===== src/rtl/hb_dn2_if.sv =====
// Sample-in / decimated-sample-out bundle for hb_dn2; master drives samples, slave is the filter.
interface hb_dn2_if #(
  parameter int XIN_WIDTH  = 16,
  parameter int YOUT_WIDTH = 16
);
  logic signed [XIN_WIDTH-1:0]  xin;
  logic                         xin_valid;
  logic                         xin_sync;
  logic signed [YOUT_WIDTH-1:0] yout;
  logic                         yout_valid;
  logic                         ovf;

  modport master (output xin, xin_valid, xin_sync, input yout, yout_valid, ovf);
  modport slave  (input xin, xin_valid, xin_sync, output yout, yout_valid, ovf);
endinterface


===== src/rtl/hb_dn2.sv =====
// Half-band decimate-by-2 FIR: 4-stage pipeline (pre-add, multiply, sum, round/saturate), no backpressure.
// Define HB_DN2_STICKY_OVF_EN to make ovf sticky until reset instead of a per-output pulse.
module hb_dn2 #(
  parameter int XIN_WIDTH      = 16,
  parameter int COE_WIDTH      = 16,
  parameter int NUM_UNIQUE_COE = 5,
  parameter logic [NUM_UNIQUE_COE*COE_WIDTH-1:0] COE_NUMS =
    {16'h01dc, 16'hfcdb, 16'h0609, 16'hf3c6, 16'h2847},
  parameter int YOUT_WIDTH     = 16,
  parameter int SRA_BITS       = 15
) (
  input logic      clk,
  input logic      rst_n,
  hb_dn2_if.slave  bus
);
  localparam int N  = NUM_UNIQUE_COE;
  localparam int PW = XIN_WIDTH + 1;
  localparam int MW = XIN_WIDTH + COE_WIDTH + 1;
  localparam int AW = XIN_WIDTH + COE_WIDTH + 4;
  localparam logic signed [AW-1:0] RND  = AW'(1) <<< (SRA_BITS - 1);
  localparam logic signed [AW-1:0] YMAX = (AW'(1) <<< (YOUT_WIDTH - 1)) - AW'(1);
  localparam logic signed [AW-1:0] YMIN = -(AW'(1) <<< (YOUT_WIDTH - 1));

  function automatic logic signed [COE_WIDTH-1:0] coe(input int j);
    return COE_NUMS[(N-1-j)*COE_WIDTH +: COE_WIDTH];
  endfunction

  logic                        phase;
  logic                        ph_in;
  logic signed [XIN_WIDTH-1:0] ev [N];
  logic signed [XIN_WIDTH-1:0] od [2*N];
  logic                        v0, v1, v2, v3;
  logic signed [PW-1:0]        pre [N];
  logic signed [XIN_WIDTH-1:0] ctr;
  logic signed [MW-1:0]        prod [N];
  logic signed [AW-1:0]        cen;
  logic signed [AW-1:0]        sum;
  logic signed [AW-1:0]        acc;
  logic signed [AW-1:0]        rnd;
  logic signed [AW-1:0]        sh;
  logic                        hi, lo;

  // A sync strobe forces its sample into phase 0, abandoning any half-built pair.
  assign ph_in = bus.xin_sync ? 1'b0 : phase;

  always_ff @(posedge clk or negedge rst_n) begin
    if (!rst_n) begin
      phase <= 1'b0;
      v0    <= 1'b0;
      for (int i = 0; i < N; i++)   ev[i] <= '0;
      for (int i = 0; i < 2*N; i++) od[i] <= '0;
    end else begin
      v0 <= bus.xin_valid & ph_in;
      if (bus.xin_valid) begin
        phase <= ~ph_in;
        if (ph_in) begin
          od[0] <= bus.xin;
          for (int i = 1; i < 2*N; i++) od[i] <= od[i-1];
        end else begin
          ev[0] <= bus.xin;
          for (int i = 1; i < N; i++) ev[i] <= ev[i-1];
        end
      end
    end
  end

  // Odd line holds the 2N outer taps (folded pairwise); even line's oldest entry is the centre tap.
  always_ff @(posedge clk or negedge rst_n) begin
    if (!rst_n) begin
      v1  <= 1'b0;
      ctr <= '0;
      for (int j = 0; j < N; j++) pre[j] <= '0;
    end else begin
      v1 <= v0;
      if (v0) begin
        ctr <= ev[N-1];
        for (int j = 0; j < N; j++) pre[j] <= PW'(od[j]) + PW'(od[2*N-1-j]);
      end
    end
  end

  always_ff @(posedge clk or negedge rst_n) begin
    if (!rst_n) begin
      v2  <= 1'b0;
      cen <= '0;
      for (int j = 0; j < N; j++) prod[j] <= '0;
    end else begin
      v2 <= v1;
      if (v1) begin
        cen <= AW'(ctr) <<< (SRA_BITS - 1);
        for (int j = 0; j < N; j++) prod[j] <= MW'(pre[j]) * MW'(coe(j));
      end
    end
  end

  always_comb begin
    sum = cen;
    for (int j = 0; j < N; j++) sum = sum + AW'(prod[j]);
  end

  always_ff @(posedge clk or negedge rst_n) begin
    if (!rst_n) begin
      v3  <= 1'b0;
      acc <= '0;
    end else begin
      v3 <= v2;
      if (v2) acc <= sum;
    end
  end

  always_comb begin
    rnd = acc + RND;
    sh  = rnd >>> SRA_BITS;
    hi  = (sh > YMAX);
    lo  = (sh < YMIN);
  end

  always_ff @(posedge clk or negedge rst_n) begin
    if (!rst_n) begin
      bus.yout       <= '0;
      bus.yout_valid <= 1'b0;
      bus.ovf        <= 1'b0;
    end else begin
      bus.yout_valid <= v3;
      if (v3) begin
        bus.yout <= hi ? YMAX[YOUT_WIDTH-1:0] :
                    lo ? YMIN[YOUT_WIDTH-1:0] : sh[YOUT_WIDTH-1:0];
      end
`ifdef HB_DN2_STICKY_OVF_EN
      if (v3 && (hi || lo)) bus.ovf <= 1'b1;
`else
      bus.ovf <= v3 & (hi | lo);
`endif
    end
  end
endmodule


===== src/flat_wrapper.sv =====
// flat-port wrapper written by rule: the top's interface ports become plain ports
module hb_dn2_flat 
#(
  parameter int XIN_WIDTH      = 16,
  parameter int COE_WIDTH      = 16,
  parameter int NUM_UNIQUE_COE = 5,
  parameter logic [NUM_UNIQUE_COE*COE_WIDTH-1:0] COE_NUMS =
    {16'h01dc, 16'hfcdb, 16'h0609, 16'hf3c6, 16'h2847},
  parameter int YOUT_WIDTH     = 16,
  parameter int SRA_BITS       = 15
)
  (clk, rst_n, bus_xin, bus_xin_valid, bus_xin_sync, bus_yout, bus_yout_valid, bus_ovf);
  hb_dn2_if #(.XIN_WIDTH(XIN_WIDTH), .YOUT_WIDTH(YOUT_WIDTH)) bus_i ();
  input logic clk;
  input logic rst_n;
  input wire logic [$bits(bus_i.xin)-1:0] bus_xin;
  input wire logic [$bits(bus_i.xin_valid)-1:0] bus_xin_valid;
  input wire logic [$bits(bus_i.xin_sync)-1:0] bus_xin_sync;
  output wire logic [$bits(bus_i.yout)-1:0] bus_yout;
  output wire logic [$bits(bus_i.yout_valid)-1:0] bus_yout_valid;
  output wire logic [$bits(bus_i.ovf)-1:0] bus_ovf;
  assign bus_i.xin = bus_xin;
  assign bus_i.xin_valid = bus_xin_valid;
  assign bus_i.xin_sync = bus_xin_sync;
  assign bus_yout = bus_i.yout;
  assign bus_yout_valid = bus_i.yout_valid;
  assign bus_ovf = bus_i.ovf;
  hb_dn2 #(.XIN_WIDTH(XIN_WIDTH), .COE_WIDTH(COE_WIDTH), .NUM_UNIQUE_COE(NUM_UNIQUE_COE), .COE_NUMS(COE_NUMS), .YOUT_WIDTH(YOUT_WIDTH), .SRA_BITS(SRA_BITS)) u_core (.clk(clk), .rst_n(rst_n), .bus(bus_i));
endmodule

===== config.mk =====
export PLATFORM = sky130hd
export DESIGN_NAME = hb_dn2_flat
export DESIGN_NICKNAME = d
export VERILOG_FILES = /design/src/rtl/hb_dn2_if.sv /design/src/rtl/hb_dn2.sv /design/src/flat_wrapper.sv
export SDC_FILE = /design/constraint.sdc
export NUM_CORES = 2
export LEC_CHECK = 0
export BUFFER_PORTS_ARGS = -buffer_cell sky130_fd_sc_hd__buf_2
export CORE_UTILIZATION = 40
export CTS_CLUSTER_DIAMETER = 200
export DETAILED_ROUTE_END_ITERATION = 8
export PLACE_DENSITY = 0.69
export SLEW_MARGIN = 25
export SYNTH_ARGS = -nofsm -noshare
export SYNTH_HDL_FRONTEND = slang
export SYNTH_SLANG_ARGS = --single-unit

===== constraint.sdc =====
create_clock -name clk -period 6 [get_ports clk]
set_input_delay 0 -clock clk [delete_from_list [all_inputs] [get_ports clk]]
set_output_delay 0 -clock clk [all_outputs]
set_load 0.03 [all_outputs]

== After elaboration in Yosys (flattened, before gate mapping) ==
Index checks and enable logic that the tools add are counted.

* Flip-flop bits (word level): 559
* Input bits: 20
* Output and inout port bits: 18
* Word-level logic and storage cells: 63

* Add/subtract/negate cells: 11
* Multiply operators: 5
* Order comparisons: 2
* Mux-type cells: 3
* Bitwise operators: 4
* Reductions and logical operators: 2

{| class="wikitable"
|+ Operator list
! kind !! number
|-
| $add A16 B16 Y17 || 5
|-
| $mul A17 B12 Y29 const B || 2
|-
| $add A36 B16 Y36 const B || 1
|-
| $add A36 B30 Y36 || 1
|-
| $add A36 B32 Y36 || 1
|-
| $add A32 B29 Y33 || 1
|-
| $add A31 B28 Y32 || 1
|-
| $mul A17 B15 Y32 const B || 1
|-
| $mux W16 || 2
|-
| $add A30 B27 Y31 || 1
|-
| $mul A17 B11 Y28 const B || 1
|-
| $mul A17 B8 Y25 const B || 1
|-
| $gt A21 B16 Y1 const B || 1
|-
| $lt A21 B16 Y1 const B || 1
|-
| $reduce_and A2 Y1 || 2
|-
| $and A1 B1 Y1 || 2
|-
| $mux W1 || 1
|-
| $not A1 Y1 || 1
|-
| $or A1 B1 Y1 || 1
|}

== Depth between registers and ports, before layout ==
* Depth in word-level cells: 5
* Mapped depth: 26
* Depth with buffers taken out: 26

== Least setup slack after synthesis ==
No wires, ideal clock.

* Path type: reg2reg
* Start: register u_core.prod[68] (netlist name)
* End: register u_core.acc[34]
* Setup time: 0.065 ns
* Arrival: 6.014 ns
* Data required time: 5.935 ns
* Slack: -0.079 ns
* Cell stages (with the launch flop): 26
* Path buffers: 0
* Period minus slack after synthesis: 6.079 ns
* Cells stage by stage: dfrtp_1 -> inv_1 -> fa_1 -> inv_1 -> ha_1 -> ha_1 -> fa_1 -> a211oi_1 -> o21ai_0 -> a2111oi_0 -> a21oi_1 -> a31oi_1 -> a21boi_1 -> a21o_1 -> a311oi_2 -> xnor2_1 -> fa_1 -> ha_1 -> a21o_1 -> a21o_1 -> a21o_1 -> nand2_1 -> o31ai_1 -> a311o_1 -> a2111oi_4 -> o22a_1

* Word-level cells in the longest chain between the ends: 3

{| class="wikitable"
|+ Ends and longest elaborated chain
! item !! RTL line !! text
|-
| start, declared || hb_dn2.sv:35 || <nowiki>logic signed [MW-1:0] prod [N];</nowiki>
|-
| $add A32 B29 Y33 || hb_dn2.sv:98 || <nowiki>for (int j = 0; j < N; j++) sum = sum + AW'(prod[j]);</nowiki>
|-
| $add A36 B30 Y36 || hb_dn2.sv:98 ||
|-
| $add A36 B32 Y36 || hb_dn2.sv:98 ||
|-
| end signal, assigned || hb_dn2.sv:107 || <nowiki>if (v2) acc <= sum;</nowiki>
|-
| end, declared || hb_dn2.sv:38 || <nowiki>logic signed [AW-1:0] acc;</nowiki>
|}

No other way between the ends.
A chain may end at the register's enable or synchronous reset.

== Final worst setup path ==
* Start: register u_core.prod[134] (netlist name)
* End: register u_core.acc[35]

* Word-level cells in the longest chain between the ends: 5

{| class="wikitable"
|+ Ends and longest elaborated chain
! item !! RTL line
|-
| $add A30 B27 Y31 || hb_dn2.sv:98
|-
| $add A31 B28 Y32 || hb_dn2.sv:98
|-
| $add A32 B29 Y33 || hb_dn2.sv:98
|-
| $add A36 B30 Y36 || hb_dn2.sv:98
|-
| $add A36 B32 Y36 || hb_dn2.sv:98
|}

No other way between the ends.

==> impl_metrics.csv <==
group,metric,value,unit
timing,finalHoldViolCount,1,
place,placement.io_buffers,37,
grt,grt_first_pass_wirelength,181800,um
synth,post_synth_num_cell_types,87,
floorplan,dieWidth,343.4,um
critical_path,ff2ff_setup_slack,-0.08,ns
synth,syn_nets,5752,
cts,cts_root_buf,"sky130_fd_sc_hd__clkbuf_16",
timing,timing.slew.headroom,32.10,%
critical_path,reg2regPathDepth,25,
floorplan,die-area,117900,um2
timing,fmax,164.5,MHz
drt,drt_iter0_markers,2249,
critical_path,cp.arrival,6.66,ns
drt,post_route_antenna_net_violation_count,0,
drt,first_pass_drt_iterations,7,
timing,holdWs,-0.007821,ns
critical_path,cp_data_required_time,6.58,ns
critical_path,worst-path-max-fanout,3,
cts,clockBufferDepth,3,
run,maxCapViolCount,0,
grt,antenna_found_initial,2,
synth,post_synth_instance_area,46620,um2
timing,finalWorstPathRequiredPeriod,6.080,ns
drt,wl,113200,um
synth,netlist_instances,4744,
synth,postSynthAreaPerCell,9.826,um2
synth,yosys_register_bits,545,
layout,post-route-cell-area,52020,um2
floorplan,rows,124,
outcome,status,"finished with violations",
grt,grt.total_usage,19.40,%
min_path,hold_path_class,"input port to asynchronous set/reset pin",
layout,finalNetCount,5876,
synth,synthMostInstantiatedCell,"sky130_fd_sc_hd__inv_1",
cts,cts_buffers,61,
place,detailedPlacementHpwl,89180,um
critical_path,critPathLaunchType,"register",
synth,netlist_top_cells_count,"800 x sky130_fd_sc_hd__inv_1, 670 x sky130_fd_sc_hd__nand2_1, 596 x sky130_fd_sc_hd__ha_1, 545 x sky130_fd_sc_hd__dfrtp_1, 392 x sky130_fd_sc_hd__fa_1",
critical_path,r2r-end,"u_core.acc[35]$_DFFE_PN0P_",
outcome,failing_checks,"hold timing, setup timing",
timing,fin_ws,-0.07957,ns
place,placement.setup.worst_slack,-0.4623,ns
synth,synth_top_area_share,29.26,%
synth,synth.area.top_cells,"sky130_fd_sc_hd__dfrtp_1 29%, sky130_fd_sc_hd__fa_1 17%, sky130_fd_sc_hd__ha_1 16%",
floorplan,core_region_area,115000,um2
grt,gr-total-overflow,0,
floorplan,die_height,343.4,um
timing,post-route-period-util,101.3,%
drt,routedWlPerCell,17.60,um
drt,detail_route.drc_violations,0,
synth,yosys.area.top_type,"sky130_fd_sc_hd__dfrtp_1",
critical_path,worst_setup_path_type,"register to register",
synth,ys_seq_area_share,29.26,%
synth,synth-async-reset-ratio,100.0,%
cts,clkTransAtPathRegs,0.07,ns
synth,ys.warnings.count,0,
timing,final_count_of_pins_violating_max_slew,0,
floorplan,ioPinCount,38,
timing,actual_slew_at_the_worst_max_slew_pin,1.019,ns
layout,final_layout_size_suffix_gt1_share,11.14,%
layout,flow.area_growth_from_synthesis,11.60,%
critical_path,r2r_start,"u_core.prod[134]$_DFFE_PN0P_",
grt,first_global_vias,33286,
place,final_weighted_congestion_in_routability_driven_placement,0.9127,
cts,clock_network_latency_to_the_later_pin_of_the_worst_skew_pair,0.73,ns
timing,worst_clock_skew,0.09654,ns
floorplan,start_util,40.55,%
synth,synth_enable_flop_cells,0,
cts,h-tree-depth,2,
cts,cts.sink_count,545,
drt,detail_route.vias_per_cell,5.136,
timing,setup-tns-final,-0.2083,ns
critical_path,timing.critical_path.to_type,"register",
cts,cts_tree,"yes",
layout,n_antenna_cell,0,
place,placedInstanceArea,49030,um2
timing,unrepaired_setup_endpoints_after_global_routing,"true",
drt,dr_total_vias,33028,
synth,synthFlopType,"sky130_fd_sc_hd__dfrtp_1",
grt,grt_max_degree,131,
timing,setup_viol,3,
metrics by stage:
step | std cells | utilization, %
global placement | 6273 | 42.65
global route | 6431 | 45.25
floorplan | 4744 | -
CTS | 6422 | 44.93
detailed placement | 6273 | 42.65
finish | 6431 | 45.25
how the worst max path moves through the flow:
| stage | start | endpoint | slack, ns |
|---|---|---|---|
| after CTS | u_core.prod[134]$_DFFE_PN0P_ | u_core.acc[35]$_DFFE_PN0P_ | -0.10 |
| after detailed placement | u_core.prod[68]$_DFFE_PN0P_ | u_core.acc[35]$_DFFE_PN0P_ | -0.46 |
| after global routing | u_core.prod[134]$_DFFE_PN0P_ | u_core.acc[34]$_DFFE_PN0P_ | -0.30 |
| after floorplan | u_core.prod[68]$_DFFE_PN0P_ | u_core.acc[34]$_DFFE_PN0P_ | 0.06 |
| after global placement | u_core.prod[68]$_DFFE_PN0P_ | u_core.acc[34]$_DFFE_PN0P_ | -0.36 |
| final | u_core.prod[134]$_DFFE_PN0P_ | u_core.acc[35]$_DFFE_PN0P_ | -0.08 |
layer usage:
metal	routed length, um	share of wire [%]	track usage [%]
met2	52900	47	31.85
met1	53070	47	27.18
met3	4451	3.9	2.271
met4	2785	2.5	4.991
met5	0	0	0
registers in the layout, summed over array words and instances, names as in the netlist, 16 cells and up:
| register | cells |
|---|---|
| u_core.od | 160 |
| u_core.prod | 143 |
| u_core.pre | 85 |
| u_core.ev | 80 |
| u_core.acc | 22 |
| u_core.bus.yout | 16 |
| u_core.cen | 16 |
| u_core.ctr | 16 |
worst max-delay path, stage by stage (launching register included):
cell and delay (ns):
sky130_fd_sc_hd__dfrtp_1 0.34, sky130_fd_sc_hd__inv_2 0.05, sky130_fd_sc_hd__fa_1 0.55, sky130_fd_sc_hd__inv_2 0.05, sky130_fd_sc_hd__ha_4 0.22, sky130_fd_sc_hd__ha_4 0.16
sky130_fd_sc_hd__fa_2 0.42, sky130_fd_sc_hd__a211oi_4 0.25, sky130_fd_sc_hd__o21ai_2 0.11, sky130_fd_sc_hd__a2111oi_4 0.31, sky130_fd_sc_hd__a21oi_2 0.12, sky130_fd_sc_hd__a31oi_2 0.23
sky130_fd_sc_hd__a21boi_2 0.10, sky130_fd_sc_hd__a21o_1 0.19, sky130_fd_sc_hd__a311oi_2 0.31, sky130_fd_sc_hd__xnor2_1 0.15, sky130_fd_sc_hd__fa_1 0.61, sky130_fd_sc_hd__ha_4 0.22
sky130_fd_sc_hd__a21o_1 0.17, sky130_fd_sc_hd__a21o_1 0.16, sky130_fd_sc_hd__a21o_1 0.18, sky130_fd_sc_hd__nand2_1 0.07, sky130_fd_sc_hd__o31ai_2 0.07, sky130_fd_sc_hd__a311o_2 0.42
sky130_fd_sc_hd__a2111oi_4 0.33, sky130_fd_sc_hd__o22a_1 0.17
cell usage in the layout, fill, tap and decap left out, types with 22 or more instances in the layout:
cell type / Yosys / routed
sky130_fd_sc_hd__dlygate4sd3_1: 0 / 26
sky130_fd_sc_hd__mux2i_1: 28 / 28
sky130_fd_sc_hd__dfrtp_1: 545 / 542
sky130_fd_sc_hd__nand3_1: 54 / 53
sky130_fd_sc_hd__nand2_1: 670 / 668
sky130_fd_sc_hd__a21o_1: 107 / 107
sky130_fd_sc_hd__buf_2: 1 / 36
sky130_fd_sc_hd__fa_1: 392 / 391
sky130_fd_sc_hd__mux2_2: 197 / 197
sky130_fd_sc_hd__xnor2_1: 169 / 166
sky130_fd_sc_hd__nor3_1: 49 / 47
sky130_fd_sc_hd__ha_1: 596 / 585
sky130_fd_sc_hd__buf_4: 1 / 96
sky130_fd_sc_hd__o21a_1: 29 / 29
sky130_fd_sc_hd__a31oi_1: 30 / 29
sky130_fd_sc_hd__o21ai_0: 202 / 197
sky130_fd_sc_hd__nor2_1: 125 / 123
sky130_fd_sc_hd__nor2b_1: 23 / 23
sky130_fd_sc_hd__a21oi_1: 176 / 165
sky130_fd_sc_hd__inv_1: 800 / 797
sky130_fd_sc_hd__xor2_1: 71 / 70
sky130_fd_sc_hd__o211ai_1: 22 / 22
sky130_fd_sc_hd__and3_1: 31 / 31
sky130_fd_sc_hd__clkbuf_16: 0 / 61
layout make-up:
class	count	area (um2)
fillers	10600	62940
clock inverters	33	465.4
flip-flops and latches	545	13650
multi-input cells	3289	29930
clock buffers	81	1742
well taps	1512	1892
repair buffers	168	1338
inverters	803	3017
timing repair:
item	CTS	global route
buffers inserted	7	9
hold endpoints to repair	178	0
gates resized for setup	12	54
setup endpoints to repair	11	14
gates cloned	0	0
pin swaps	24	43
hold buffers	28	0
logic make-up after synthesis:
family / count (synthesis) / synth area share (%)
AO/OA/AOI/OAI: 762 / 10.65
XOR/XNOR: 240 / 4.509
adder cells (fa/ha/maj): 988 / 32.83
buffers and inverters: 910 / 7.338
flip-flops: 545 / 29.26
multiplexers: 226 / 5.392
AND/OR/NAND/NOR: 1073 / 10.02
Power is not shown: default switching activity piles up to over one toggle a cycle in this logic, so the estimate is an artifact.
